**config.mk**
```make
export PLATFORM = sky130hd
export DESIGN_NAME = uart_phase_cmd_parser_flat
export DESIGN_NICKNAME = d
export VERILOG_FILES = /design/src/rtl/uart_phase_cmd_parser_if.sv /design/src/rtl/uart_phase_cmd_parser.sv /design/src/flat_wrapper.sv
export SDC_FILE = /design/constraint.sdc
export NUM_CORES = 1
export LEC_CHECK = 0
export BUFFER_PORTS_ARGS = -buffer_cell sky130_fd_sc_hd__buf_4
export CAP_MARGIN = 30
export CORE_MARGIN = 2
export CORE_UTILIZATION = 45
export DETAILED_ROUTE_END_ITERATION = 10
export GPL_ROUTABILITY_DRIVEN = 0
export HOLD_SLACK_MARGIN = 0.12
export PLACE_DENSITY = 0.65
export SETUP_SLACK_MARGIN = 0.5
export SYNTH_ARGS = -nofsm -noshare
export SYNTH_HDL_FRONTEND = slang
export SYNTH_SLANG_ARGS = --single-unit
```
**constraint.sdc**
```tcl
create_clock -name i_clk -period 4.4 [get_ports i_clk]
set_clock_uncertainty 0.15 [all_clocks]
set_input_delay 0.44 -clock i_clk [delete_from_list [all_inputs] [get_ports i_clk]]
set_output_delay 0.44 -clock i_clk [all_outputs]
set_load 0.01 [all_outputs]
```
**src/rtl/uart_phase_cmd_parser_if.sv**
```systemverilog
// rtl/uart_phase_cmd_parser_if.sv - UART byte / shift-controller bundle for the phase command parser
interface uart_phase_cmd_parser_if #(
  parameter int NUM_PLLS = 2,
  parameter int CNT_W    = 3,
  parameter int PERIOD_W = 8
);
  localparam int PLL_W = (NUM_PLLS > 1) ? $clog2(NUM_PLLS) : 1;

  logic [7:0]                i_rx_data;
  logic                      i_rx_ready;
  logic                      i_shift_busy;
  logic [NUM_PLLS*CNT_W-1:0] o_phasecounterselect;
  logic [PLL_W-1:0]          o_pll_to_update;
  logic                      o_phaseupdown;
  logic [PERIOD_W-1:0]       o_periods_to_process;
  logic                      o_shift_ready;
  logic                      o_error;
  logic [2:0]                o_error_code;
  logic [2:0]                o_byte_count;

  // UART receiver / shift-controller side
  modport master (
    output i_rx_data, i_rx_ready, i_shift_busy,
    input  o_phasecounterselect, o_pll_to_update, o_phaseupdown,
           o_periods_to_process, o_shift_ready, o_error, o_error_code, o_byte_count
  );

  // Parser side
  modport slave (
    input  i_rx_data, i_rx_ready, i_shift_busy,
    output o_phasecounterselect, o_pll_to_update, o_phaseupdown,
           o_periods_to_process, o_shift_ready, o_error, o_error_code, o_byte_count
  );
endinterface

```
**src/rtl/uart_phase_cmd_parser.sv**
```systemverilog
// rtl/uart_phase_cmd_parser.sv - ASCII phase-shift command decoder for N PLLs
module uart_phase_cmd_parser #(
  parameter int                NUM_PLLS     = 2,
  parameter int                GENS_PER_PLL = 4,
  parameter int                CNT_OFFSET   = 2,
  parameter int                CNT_W        = 3,
  parameter logic [CNT_W-1:0]  INIT_COUNTER = 3'b110,
  parameter int                PERIOD_W     = 8,
  parameter int                MAX_DIGITS   = 3
) (
  input logic                    i_clk,
  input logic                    i_rst,
  uart_phase_cmd_parser_if.slave bus
);
  localparam int PLL_W    = (NUM_PLLS > 1) ? $clog2(NUM_PLLS) : 1;
  localparam int NUM_GENS = NUM_PLLS * GENS_PER_PLL;
  localparam int ACC_W    = PERIOD_W + 4;
  localparam int DCNT_W   = $clog2(MAX_DIGITS + 1);
  localparam logic [ACC_W-1:0] MAX_COUNT = ACC_W'((1 << PERIOD_W) - 1);

  localparam logic [2:0] E_BAD_GEN   = 3'd1;
  localparam logic [2:0] E_BAD_DIR   = 3'd2;
  localparam logic [2:0] E_BAD_DIGIT = 3'd3;
  localparam logic [2:0] E_OVERFLOW  = 3'd4;
  localparam logic [2:0] E_EMPTY     = 3'd5;
  localparam logic [2:0] E_ZERO      = 3'd6;
  localparam logic [2:0] E_BUSY      = 3'd7;

  typedef enum logic [1:0] {S_GEN, S_DIR, S_DIGITS, S_DRAIN} state_t;

  state_t                    state;
  logic                      rx_ready_q;
  logic                      first_q;
  logic [PLL_W-1:0]          pll_q;
  logic [CNT_W-1:0]          sel_q;
  logic                      dir_q;
  logic [PERIOD_W-1:0]       acc;
  logic [DCNT_W-1:0]         dcnt;

  logic [NUM_PLLS*CNT_W-1:0] pcs;
  logic [PLL_W-1:0]          pll_out;
  logic                      dir_out;
  logic [PERIOD_W-1:0]       cnt_out;
  logic                      shift_ready;
  logic                      error;
  logic [2:0]                error_code;
  logic [2:0]                byte_count;

  logic                      accept;
  logic [7:0]                d;
  logic                      is_digit;
  logic                      is_stop;
  logic                      is_gen;
  logic [PLL_W-1:0]          gen_pll;
  logic [CNT_W-1:0]          gen_sel;
  logic [ACC_W-1:0]          next_acc;

  // Byte classification; first_q masks a level that was already high when reset released
  always_comb begin
    accept   = bus.i_rx_ready && !rx_ready_q && !first_q;
    d        = bus.i_rx_data - 8'h30;
    is_digit = (d < 8'd10);
    is_stop  = (bus.i_rx_data == 8'h73);
    is_gen   = is_digit && (d < 8'(NUM_GENS));
    gen_pll  = PLL_W'(d / 8'(GENS_PER_PLL));
    gen_sel  = CNT_W'(d % 8'(GENS_PER_PLL)) + CNT_W'(CNT_OFFSET);
    next_acc = ACC_W'(acc) * ACC_W'(10) + ACC_W'(d[3:0]);
  end

  // Command FSM with registered, atomically committed outputs
  always_ff @(posedge i_clk) begin
    if (i_rst) begin
      state       <= S_GEN;
      rx_ready_q  <= 1'b0;
      first_q     <= 1'b1;
      pll_q       <= '0;
      sel_q       <= '0;
      dir_q       <= 1'b0;
      acc         <= '0;
      dcnt        <= '0;
      pcs         <= {NUM_PLLS{INIT_COUNTER}};
      pll_out     <= '0;
      dir_out     <= 1'b1;
      cnt_out     <= '0;
      shift_ready <= 1'b0;
      error       <= 1'b0;
      error_code  <= 3'd0;
      byte_count  <= 3'd0;
    end else begin
      rx_ready_q  <= bus.i_rx_ready;
      first_q     <= 1'b0;
      shift_ready <= 1'b0;
      error       <= 1'b0;
      if (accept) begin
        if (is_stop) begin
          state      <= S_GEN;
          byte_count <= 3'd0;
          case (state)
            S_DIR: begin
              error      <= 1'b1;
              error_code <= E_EMPTY;
            end
            S_DIGITS: begin
              if (dcnt == '0 || acc == '0) begin
                error      <= 1'b1;
                error_code <= E_ZERO;
              end else if (bus.i_shift_busy) begin
                error      <= 1'b1;
                error_code <= E_BUSY;
              end else begin
                for (int p = 0; p < NUM_PLLS; p++) begin
                  if (pll_q == PLL_W'(p)) pcs[p*CNT_W +: CNT_W] <= sel_q;
                end
                pll_out     <= pll_q;
                dir_out     <= dir_q;
                cnt_out     <= acc;
                shift_ready <= 1'b1;
              end
            end
            default: ;
          endcase
        end else begin
          if (byte_count != 3'd7) byte_count <= byte_count + 3'd1;
          case (state)
            S_GEN: begin
              if (is_gen) begin
                pll_q <= gen_pll;
                sel_q <= gen_sel;
                state <= S_DIR;
              end else begin
                error      <= 1'b1;
                error_code <= E_BAD_GEN;
                state      <= S_DRAIN;
              end
            end
            S_DIR: begin
              if (bus.i_rx_data == 8'h30 || bus.i_rx_data == 8'h31) begin
                dir_q <= bus.i_rx_data[0];
                acc   <= '0;
                dcnt  <= '0;
                state <= S_DIGITS;
              end else begin
                error      <= 1'b1;
                error_code <= E_BAD_DIR;
                state      <= S_DRAIN;
              end
            end
            S_DIGITS: begin
              if (!is_digit) begin
                error      <= 1'b1;
                error_code <= E_BAD_DIGIT;
                state      <= S_DRAIN;
              end else if (dcnt == DCNT_W'(MAX_DIGITS) || next_acc > MAX_COUNT) begin
                error      <= 1'b1;
                error_code <= E_OVERFLOW;
                state      <= S_DRAIN;
              end else begin
                acc  <= next_acc[PERIOD_W-1:0];
                dcnt <= dcnt + DCNT_W'(1);
              end
            end
            default: ;
          endcase
        end
      end
    end
  end

  assign bus.o_phasecounterselect = pcs;
  assign bus.o_pll_to_update      = pll_out;
  assign bus.o_phaseupdown        = dir_out;
  assign bus.o_periods_to_process = cnt_out;
  assign bus.o_shift_ready        = shift_ready;
  assign bus.o_error              = error;
  assign bus.o_error_code         = error_code;
  assign bus.o_byte_count         = byte_count;
endmodule
```
**src/flat_wrapper.sv**
```systemverilog
// flat-port wrapper written by rule: the top's interface ports become plain ports
module uart_phase_cmd_parser_flat 
#(
  parameter int                NUM_PLLS     = 2,
  parameter int                GENS_PER_PLL = 4,
  parameter int                CNT_OFFSET   = 2,
  parameter int                CNT_W        = 3,
  parameter logic [CNT_W-1:0]  INIT_COUNTER = 3'b110,
  parameter int                PERIOD_W     = 8,
  parameter int                MAX_DIGITS   = 3
)
  (i_clk, i_rst, bus_i_rx_data, bus_i_rx_ready, bus_i_shift_busy, bus_o_phasecounterselect, bus_o_pll_to_update, bus_o_phaseupdown, bus_o_periods_to_process, bus_o_shift_ready, bus_o_error, bus_o_error_code, bus_o_byte_count);
  uart_phase_cmd_parser_if #(.NUM_PLLS(NUM_PLLS), .CNT_W(CNT_W), .PERIOD_W(PERIOD_W)) bus_i ();
  input logic i_clk;
  input logic i_rst;
  input wire logic [$bits(bus_i.i_rx_data)-1:0] bus_i_rx_data;
  input wire logic [$bits(bus_i.i_rx_ready)-1:0] bus_i_rx_ready;
  input wire logic [$bits(bus_i.i_shift_busy)-1:0] bus_i_shift_busy;
  output wire logic [$bits(bus_i.o_phasecounterselect)-1:0] bus_o_phasecounterselect;
  output wire logic [$bits(bus_i.o_pll_to_update)-1:0] bus_o_pll_to_update;
  output wire logic [$bits(bus_i.o_phaseupdown)-1:0] bus_o_phaseupdown;
  output wire logic [$bits(bus_i.o_periods_to_process)-1:0] bus_o_periods_to_process;
  output wire logic [$bits(bus_i.o_shift_ready)-1:0] bus_o_shift_ready;
  output wire logic [$bits(bus_i.o_error)-1:0] bus_o_error;
  output wire logic [$bits(bus_i.o_error_code)-1:0] bus_o_error_code;
  output wire logic [$bits(bus_i.o_byte_count)-1:0] bus_o_byte_count;
  assign bus_i.i_rx_data = bus_i_rx_data;
  assign bus_i.i_rx_ready = bus_i_rx_ready;
  assign bus_i.i_shift_busy = bus_i_shift_busy;
  assign bus_o_phasecounterselect = bus_i.o_phasecounterselect;
  assign bus_o_pll_to_update = bus_i.o_pll_to_update;
  assign bus_o_phaseupdown = bus_i.o_phaseupdown;
  assign bus_o_periods_to_process = bus_i.o_periods_to_process;
  assign bus_o_shift_ready = bus_i.o_shift_ready;
  assign bus_o_error = bus_i.o_error;
  assign bus_o_error_code = bus_i.o_error_code;
  assign bus_o_byte_count = bus_i.o_byte_count;
  uart_phase_cmd_parser #(.NUM_PLLS(NUM_PLLS), .GENS_PER_PLL(GENS_PER_PLL), .CNT_OFFSET(CNT_OFFSET), .CNT_W(CNT_W), .INIT_COUNTER(INIT_COUNTER), .PERIOD_W(PERIOD_W), .MAX_DIGITS(MAX_DIGITS)) u_core (.i_clk(i_clk), .i_rst(i_rst), .bus(bus_i));
endmodule
```
## Yosys cells after proc, flatten, opt, wreduce, memory -nomap -nowiden

Cells that the tools add are included.

- Multipliers: 1
- Reductions and logical operators: 26
- Multiplexer cells: 36
- Add/sub/neg operators: 5
- $lt $le $gt $ge: 3
- Bitwise logic cells: 6
- Equality and inequality tests: 15

Operators with widths:

| cell | count |
|---|---|
| $mux W3 | 9 |
| $mux W8 | 3 |
| $reduce_and A6 Y1 | 3 |
| $eq A8 B6 Y1 const B | 2 |
| $lt A8 B4 Y1 const B | 2 |
| $pmux W8 S2 | 1 |
| $mux W2 | 7 |
| $add A12 B4 Y12 | 1 |
| $gt A12 B8 Y1 const B | 1 |
| $mul A8 B3 Y11 const B | 1 |
| $mux W1 | 10 |
| $pmux W3 S3 | 1 |
| $eq A8 B7 Y1 const B | 1 |
| $logic_not A8 Y1 | 1 |
| $ne A4 B4 Y1 const B | 2 |
| $reduce_and A4 Y1 | 2 |
| $sub A8 B6 Y8 const B | 1 |
| $reduce_and A7 Y1 | 1 |
| $ne A3 B2 Y1 const B | 2 |
| $ne A3 B3 Y1 const B | 2 |
| $not A1 Y1 | 6 |
| $pmux W2 S3 | 1 |
| $pmux W3 S2 | 1 |
| $reduce_and A5 Y1 | 1 |
| other kinds (21) | 30 |

- Register bits after elaboration: 43

## Logic depth before layout (Yosys ltp)

Gate-level depths: netlist of run 1.

- Depth in word-level cells: 8
- Gate-level depth with buffers: 11
- Depth with buffers taken out: 10

## Worst setup path before layout of run 1

OpenSTA, ideal clock, no wires.

- Path kind: reg2reg
- Start: register u_core.acc[1]
- End: register u_core.acc[0]
- Period minus slack after synthesis: 3.006 ns
- Setup slack: 1.394 ns
- Data required time: 4.178 ns
- Data arrival time: 2.785 ns
- Cell stages (with the launch flop): 12
- Cell sequence: dfxtp_1 -> ha_1 -> ha_1 -> inv_1 -> fa_1 -> xor2_1 -> or3_4 -> nor4_4 -> xnor2_1 -> a31oi_1 -> buf_6 -> mux2i_1

- Cells in the longest elaborated chain, start to end: 6

RTL lines:

| what | line | text |
|---|---|---|
| start: declaration | uart_phase_cmd_parser.sv:37 | `logic [PERIOD_W-1:0] acc;` |
| start signal: assignment | uart_phase_cmd_parser.sv:158 | `acc <= next_acc[PERIOD_W-1:0];` |
| $mul A8 B3 Y11 | uart_phase_cmd_parser.sv:67 | `next_acc = ACC_W'(acc) * ACC_W'(10) + ACC_W'(d[3:0]);` |
| $add A12 B4 Y12 | uart_phase_cmd_parser.sv:67 |  |
| $gt A12 B8 Y1 | uart_phase_cmd_parser.sv:153 | `end else if (dcnt == DCNT_W'(MAX_DIGITS) \|\| next_acc > MAX_COUNT) begin` |
| $logic_or A1 B1 Y1 | uart_phase_cmd_parser.sv:153 |  |
| $ne A2 B2 Y1 (no source line) | n/a |  |
| $reduce_and A6 Y1 (no source line) | n/a |  |

No other way between the ends.
A chain may end at the register's enable or synchronous reset.

## Final worst setup path of run 1

- Start: register u_core.acc[1]
- End: register u_core.error_code[1], in the netlist u_core.bus.o_error_code[1]

- Cells in the longest elaborated chain, start to end: 6
- Elaborated cells on any way between the ends: 12
- Classes of those cells: add/sub (1); mul (1); order compare (1); eq/ne (2); mux (3); reduce/logical (4)

RTL lines:

| what | line | text |
|---|---|---|
| $mul A8 B3 Y11 | uart_phase_cmd_parser.sv:67 |  |
| $add A12 B4 Y12 | uart_phase_cmd_parser.sv:67 |  |
| $gt A12 B8 Y1 | uart_phase_cmd_parser.sv:153 |  |
| $logic_or A1 B1 Y1 | uart_phase_cmd_parser.sv:153 |  |
| $ne A4 B4 Y1 (no source line) | n/a |  |
| $reduce_and A7 Y1 (no source line) | n/a |  |
| end signal: assignment | uart_phase_cmd_parser.sv:144 | `error_code <= E_BAD_DIR;` |
| end signal: assignment | uart_phase_cmd_parser.sv:151 | `error_code <= E_BAD_DIGIT;` |
| end signal: assignment | uart_phase_cmd_parser.sv:155 | `error_code <= E_OVERFLOW;` |
| end: declaration | uart_phase_cmd_parser.sv:46 | `logic [2:0] error_code;` |

Several ways; a longest one is shown, not always the timed one.

==> impl_metrics.json, run 1 <==
{
  "final_cell_mix": "43 x dfxtp_1, 37 x buf_4, 31 x nand2_1",
  "drive_gt1_share_pct": 18.47,
  "routed_via_density": 5.479,
  "synth_compound_area_share_pct": 13.14,
  "placedCellCount": 378,
  "grt_usage_pct": 19.35,
  "area_growth_pct": 16.66,
  "worst-r2r-setup-slack_ns": 0.99,
  "grt_pass1_wl_um": 9377,
  "maxCapViolations": 0,
  "synth-edff-count": 0,
  "max_freq_ghz": 0.2935,
  "setup_violations": 0,
  "io_buffers": 35,
  "ioPinCount": 36,
  "synthAdderAreaFrac_pct": 13.59,
  "num_vias": 2115,
  "hpwl_um": 4205,
  "relSlewSlack_pct": 48.12,
  "synth_cells": 279,
  "drtIter0Drc": 116,
  "final_cells": 386,
  "required_ns": 4.46,
  "cp_data_arrival_time_ns": 3.46,
  "layout_commonest_cell": "dfxtp_1",
  "dieHeight_um": 78.33,
  "clk-insertion-delay-late_ns": 0.31,
  "outcome": "completed",
  "synth_seq_cells": 43,
  "power_density_nw_per_um2": 259.8,
  "drt_wl_total_um": 5730,
  "synthXorXnorAreaFrac_pct": 2.466,
  "synthMuxAreaShare_pct": 10.87,
  "cts_tree": "done",
  "core_um2": 5405,
  "dieArea_um2": 6136,
  "utilization_pct": 53.66,
  "path_max_fanout": 6,
  "cts_root_buffer": "clkbuf_8",
  "p_leak_nw": 1.363,
  "min_path_type": "input port to register",
  "clock_path_buffers": 2,
  "cts_made_buffers": 5,
  "setup-tns-final_ns": 0,
  "postCtsHoldBufs": 0,
  "ir_worst_vdd_uv": 118.8,
  "tightestPinTransition_ns": 0.7585,
  "synth_top_family_by_area": "simple AND/OR/NAND/NOR gates",
  "synth_ff_type": "dfxtp_1",
  "yosys.cell_types.count": 54,
  "h-tree-depth": 2,
  "hold_violations": 0,
  "antenna_found_initial": 0,
  "synth_area_um2": 2486,
  "wl_per_cell_um": 14.84,
  "grt_overflow": 0,
  "rsz0062_at_grt": "no",
  "postSynthNetCount": 316,
  "dr.pass1.iters": 4,
  "layout.nets": 350,
  "start_kind": "register",
  "yosysWarnings": 0,
  "ant_nets": 0,
  "finalCritPeriodShare_pct": 77.43,
  "num_rows": 27,
  "die_x_um": 78.33,
  "slew_viol_final": 0,
  "period_needed_ns": 3.407,
  "path_class": "register to register",
  "grt_max_degree": 29,
  "cts_resized": 0,
  "synthSimpleGateAreaFrac_pct": 21.34,
  "ys_seq_area_share_pct": 34.63,
  "synth_area_per_cell_um2": 8.911,
  "cts.sinks": 43,
  "total_power_mw": 0.7534,
  "drc": 0,
  "worstSetupEndpointType": "register",
  "num_antenna_cells": 0,
  "async_flop_share_pct": 0,
  "postCtsSetupBuffers": 0,
  "initial_core_util_pct": 46.00,
  "clk_pin_slew_ns": 0.09,
  "grt_pass1_vias": 1942
}
stage by stage:
step / setup slack (ns) / cell area [um^2] / hold slack, ns
2_1_floorplan: 1.394 / 2486 / 0.2913
3_3_place_gp: 1.210 / 2808 / 0.2953
3_5_place_dp: 1.112 / 2808 / 0.2966
4_1_cts: 1.084 / 2900 / 0.2185
5_1_grt: 0.8615 / 2900 / 0.2548
6_report: 0.9929 / 2900 / 0.2200
synthesized netlist by cell type (all sizes together) (2+ instances only):
| cell type | instances | area, um^2 |
|---|---|---|
| clkbuf | 8 | 30.03 |
| buf | 2 | 16.26 |
| nor2 | 28 | 105.1 |
| a21oi | 17 | 85.08 |
| xor2 | 2 | 17.52 |
| and4 | 2 | 17.52 |
| dfxtp | 43 | 860.8 |
| nor3 | 5 | 25.02 |
| inv | 13 | 48.80 |
| nor3b | 2 | 20.02 |
| nor2b | 2 | 12.51 |
| nand2 | 31 | 116.4 |
| a31oi | 3 | 18.77 |
| nor4 | 3 | 33.78 |
| o22ai | 3 | 18.77 |
| a211oi | 2 | 15.01 |
| or2 | 5 | 31.28 |
| ha | 23 | 287.8 |
| fa | 2 | 40.04 |
| a21o | 3 | 22.52 |
| xnor2 | 5 | 43.79 |
| o31ai | 2 | 15.01 |
| o221a | 3 | 33.78 |
| nand4 | 2 | 12.51 |
| o21ai | 6 | 30.03 |
| nand3 | 12 | 60.06 |
| mux2i | 27 | 270.3 |
power by group:
| group | leakage [nW] | switching, mW | internal [mW] |
|---|---|---|---|
| logic | 0.974 | 0.0506 | 0.0353 |
| registers | 0.348 | 0.00475 | 0.395 |
| clock network | 0.0408 | 0.154 | 0.114 |
| total | 1.36 | 0.209 | 0.544 |
area by class of cell:
type	count	area [um^2]
Clock buffer	5	68.82
Clock inverter	3	23.77
Fill cell	527	2505
Inverter	14	52.55
Multi-Input combinational cell	212	1526
Sequential cell	43	860.8
Tap cell	72	90.09
Timing Repair Buffer	37	277.8
critical path, cell delays in order, from the launching register on:
cell and delay (ns):
dfxtp_1 0.37, ha_1 0.30, ha_1 0.20, inv_1 0.08
fa_1 0.45, xor2_1 0.22, or3_4 0.18, nor2_1 0.07
a2111oi_0 0.73, a21oi_1 0.24, o221a_2 0.31
cell families (layout without fill, tap and decap cells):
| family | after synthesis | count (layout) |
|---|---|---|
| multiplexers | 27 | 27 |
| flip-flops | 43 | 43 |
| adder cells (fa/ha/maj) | 26 | 26 |
| buffers and inverters | 24 | 59 |
| XOR/XNOR | 7 | 7 |
| AO/OA/AOI/OAI | 49 | 49 |
| AND/OR/NAND/NOR | 103 | 103 |
layer usage:
layer / share of wire (%) / track usage, % / vias to the layer above
li1: - / - / 1064
met1: 47 / 25.22 / 983
met2: 46 / 31.98 / 61
met3: 5.1 / 3.448 / 7
met4: 1.7 / 7.368 / 0
met5: 0 / 0 / -
state kept, by name (all words and copies together), names as in the netlist, 2 cells and up:
register,cells
u_core.bus.o_error_code,3
u_core.acc,8
u_core.sel_q,3
u_core.state,2
u_core.bus.o_byte_count,3
u_core.dcnt,2
u_core.bus.o_periods_to_process,8
u_core.bus.o_phasecounterselect,6
worst paths after layout:
kind,start,depth (start not counted),end
setup / recovery,u_core.acc[1],10,u_core.bus.o_error_code[1]
hold / removal,bus_i_rx_ready,2,u_core.rx_ready_q
setup reg to reg,u_core.acc[1],10,u_core.bus.o_error_code[1]
hold reg to reg,u_core.bus.o_pll_to_update,2,u_core.bus.o_pll_to_update
No activity file was read; power rests on OpenSTA's default activity.
==> run 2: changes to the inputs <==
Settings changed: ABC_AREA from default to 1, PLACE_DENSITY 0.65 to 0.67.
Clock period 4.4 ns to 2.75 ns, I/O delays scaled along.
==> impl_metrics.json, run 2 <==
{
  "tightestPinTransition_ns": 0.4261,
  "start_kind": "register",
  "worst-r2r-setup-slack_ns": 0.05,
  "setup_slack_ns": 0.04883,
  "synth_area_um2": 2668,
  "clk-insertion-delay-late_ns": 0.30,
  "yosys.area.top_type_share_pct": 32.27,
  "path_max_fanout": 5,
  "dieHeight_um": 80.99,
  "cp_slowest_stage_delay_ns": 0.44,
  "synth_common_cells": "90 x nand2_1, 57 x inv_1, 43 x dfxtp_1, 43 x nor2_1, 29 x a21oi_1",
  "hpwl_um": 4965,
  "async_flop_share_pct": 0,
  "dieArea_um2": 6559,
  "synth-edff-count": 0,
  "crit_cells": 17,
  "ant_nets": 0,
  "yosysTopAreaCell": "dfxtp_1",
  "layout_commonest_cell": "nand2_1",
  "hold_violations": 0,
  "dr.pass1.iters": 4,
  "area_growth_pct": 25.09,
  "required_ns": 2.80,
  "clk_pin_slew_ns": 0.09,
  "drt_wl_total_um": 6608,
  "num_rows": 28,
  "synth_area_per_cell_um2": 6.911,
  "initial_core_util_pct": 45.87,
  "cts_made_buffers": 5,
  "min_path_type": "input port to register",
  "maxCapViolations": 0,
  "path_class": "register to register",
  "ys_top_cells_by_area": "dfxtp_1 32%, nand2_1 13%, ha_1 11%, inv_1 8.0%, nor2_1 6.1%",
  "critical_path.startpoint": "u_core.acc[3]",
  "fillCellCount": 575,
  "core_um2": 5816,
  "p_leak_nw": 1.631,
  "rr_startpoint": "u_core.acc[3]",
  "cts.sinks": 43,
  "cts_tree": "done",
  "antenna_found_initial": 0,
  "rsz0062_at_grt": "yes",
  "io_buffers": 35,
  "synth_cells": 386,
  "wl_per_cell_um": 12.86,
  "h-tree-depth": 2,
  "ys_seq_area_share_pct": 32.27,
  "slew_viol_final": 0,
  "drc": 0,
  "cts_root_buffer": "clkbuf_8",
  "num_vias": 2563,
  "grt_pass1_wl_um": 10960,
  "period_needed_ns": 2.701,
  "drive_gt1_share_pct": 22.32,
  "cp_data_arrival_time_ns": 2.75,
  "grt_max_degree": 19,
  "die_x_um": 80.99,
  "grt_pass1_vias": 2391,
  "synth_most_common_cell": "nand2_1",
  "synth_seq_cells": 43,
  "yosysWarnings": 0,
  "cpLargestDelayFamily": "simple AND/OR/NAND/NOR gates",
  "outcome": "completed",
  "crit_end": "u_core.acc[0]",
  "routed_via_density": 4.986,
  "postSynthNetCount": 423,
  "finalCritPeriodShare_pct": 98.22,
  "num_antenna_cells": 0,
  "final_cell_mix": "89 x nand2_1, 54 x inv_1, 47 x buf_4",
  "rr_endpoint": "u_core.acc[0]",
  "stdcell_area_um2": 3337,
  "clock_path_buffers": 2,
  "synth_ff_type": "dfxtp_1",
  "dp_slack_ns": -0.05056,
  "crit_path_top_delay_cell": "fa_2",
  "ir_worst_vdd_uv": 325.3,
  "crit_chain": "ha_4, ha_4, inv_2, fa_2, nor2_2, nand3_2, nor2_2, nand2_1, nand2_1, nand2_1, nor2_2, nand3_1, nand2_4, buf_6, nand4_1, nand2_1, nor2_1",
  "drtIter0Drc": 118,
  "worstSetupEndpointType": "register",
  "setup_violations": 0,
  "layout.nets": 475,
  "total_power_mw": 1.345,
  "grt_usage_pct": 21.27,
  "cp_common_cell": "nand2_1",
  "max_freq_ghz": 0.3702,
  "grt_overflow": 0,
  "relSlewSlack_pct": 71.38,
  "ioPinCount": 36,
  "placed_area_um2": 3084,
  "rr_worst_depth": 17,
  "yosys.cell_types.count": 35,
  "power_density_nw_per_um2": 403.2,
  "critPathBufInv": 2
}
-- run 2: logic make-up (layout without fill, tap and decap cells) --
logic type	count (synthesis)	count (layout)	share of synthesized area, %
adder cells (fa/ha/maj)	25	25	12.29
flip-flops	43	43	32.27
buffers and inverters	71	123	10.74
AO/OA/AOI/OAI	61	61	12.62
AND/OR/NAND/NOR	186	187	32.08
-- run 2: what timing repair did --
item / in CTS / in global routing
resized for setup: 9 / 11
pin swaps: 2 / 1
endpoints found under the hold margin: 12 / 0
endpoints found under the setup margin: 27 / 29
setup buffers: 2 / 0
hold buffers: 4 / 0
cloned: 1 / 1
-- run 2: power by group --
group | leakage (nW) | internal [mW] | switching [mW]
sequential | 0.350 | 0.638 | 0.0128
combinational | 1.23 | 0.101 | 0.146
clock | 0.0474 | 0.205 | 0.243
-- run 2: how the worst min path moves through the flow --
stage / startpoint / end / slack, ns / cells past startpoint
floorplan: i_rst / u_core.first_q / 0.15 / 0
global placement: u_core.bus.o_phasecounterselect[3] / u_core.bus.o_phasecounterselect[3] / 0.29 / 2
detailed placement: u_core.bus.o_phasecounterselect[0] / u_core.bus.o_phasecounterselect[0] / 0.30 / 2
CTS: bus_i_rx_data[2] / u_core.pll_q / 0.14 / 3
global route: bus_i_rx_data[2] / u_core.pll_q / 0.19 / 3
finish: bus_i_rx_data[2] / u_core.pll_q / 0.15 / 3
-- run 2: cell type report --
class,instances,area [um^2],area share (%)
Tap cell,75,93.84,2.812
Clock buffer,6,82.58,2.475
Inverter,62,236.5,7.087
Clock inverter,2,16.27,0.4874
Multi-Input combinational cell,273,1628,48.78
Sequential cell,43,864.6,25.91
Timing Repair Buffer,53,415.4,12.45
-- run 2: metal layers --
metal  up-vias  part of all wire [%]  global-route usage (%)
met3        10                   3.4                   2.667
met5         -                     0                       0
li1       1352                     -                       -
met2        51                    46                   34.71
met1      1150                    48                   28.72
met4         0                   1.8                   7.966
-- run 2: stage by stage --
stage / hold slack (ns) / utilization (%) / setup TNS (ns) / cells
2_1_floorplan: 0.1527 / - / 0 / 386
3_3_place_gp: 0.2870 / 53.03 / 0 / 498
3_5_place_dp: 0.2958 / 53.03 / -0.2571 / 498
4_1_cts: 0.1433 / 56.33 / 0 / 513
5_1_grt: 0.1932 / 57.38 / -1.655 / 514
6_report: 0.1485 / 57.38 / 0 / 514
-- run 2: worst reg2reg max path, cell delays in order, from the launching register on --
cell and delay, ns:
dfxtp_2 0.35, ha_4 0.24, ha_4 0.16, inv_2 0.05
fa_2 0.44, nor2_2 0.10, nand3_2 0.10, nor2_2 0.11
nand2_1 0.07, nand2_1 0.06, nand2_1 0.06, nor2_2 0.12
nand3_1 0.12, nand2_4 0.13, buf_6 0.13, nand4_1 0.09
nand2_1 0.09, nor2_1 0.04
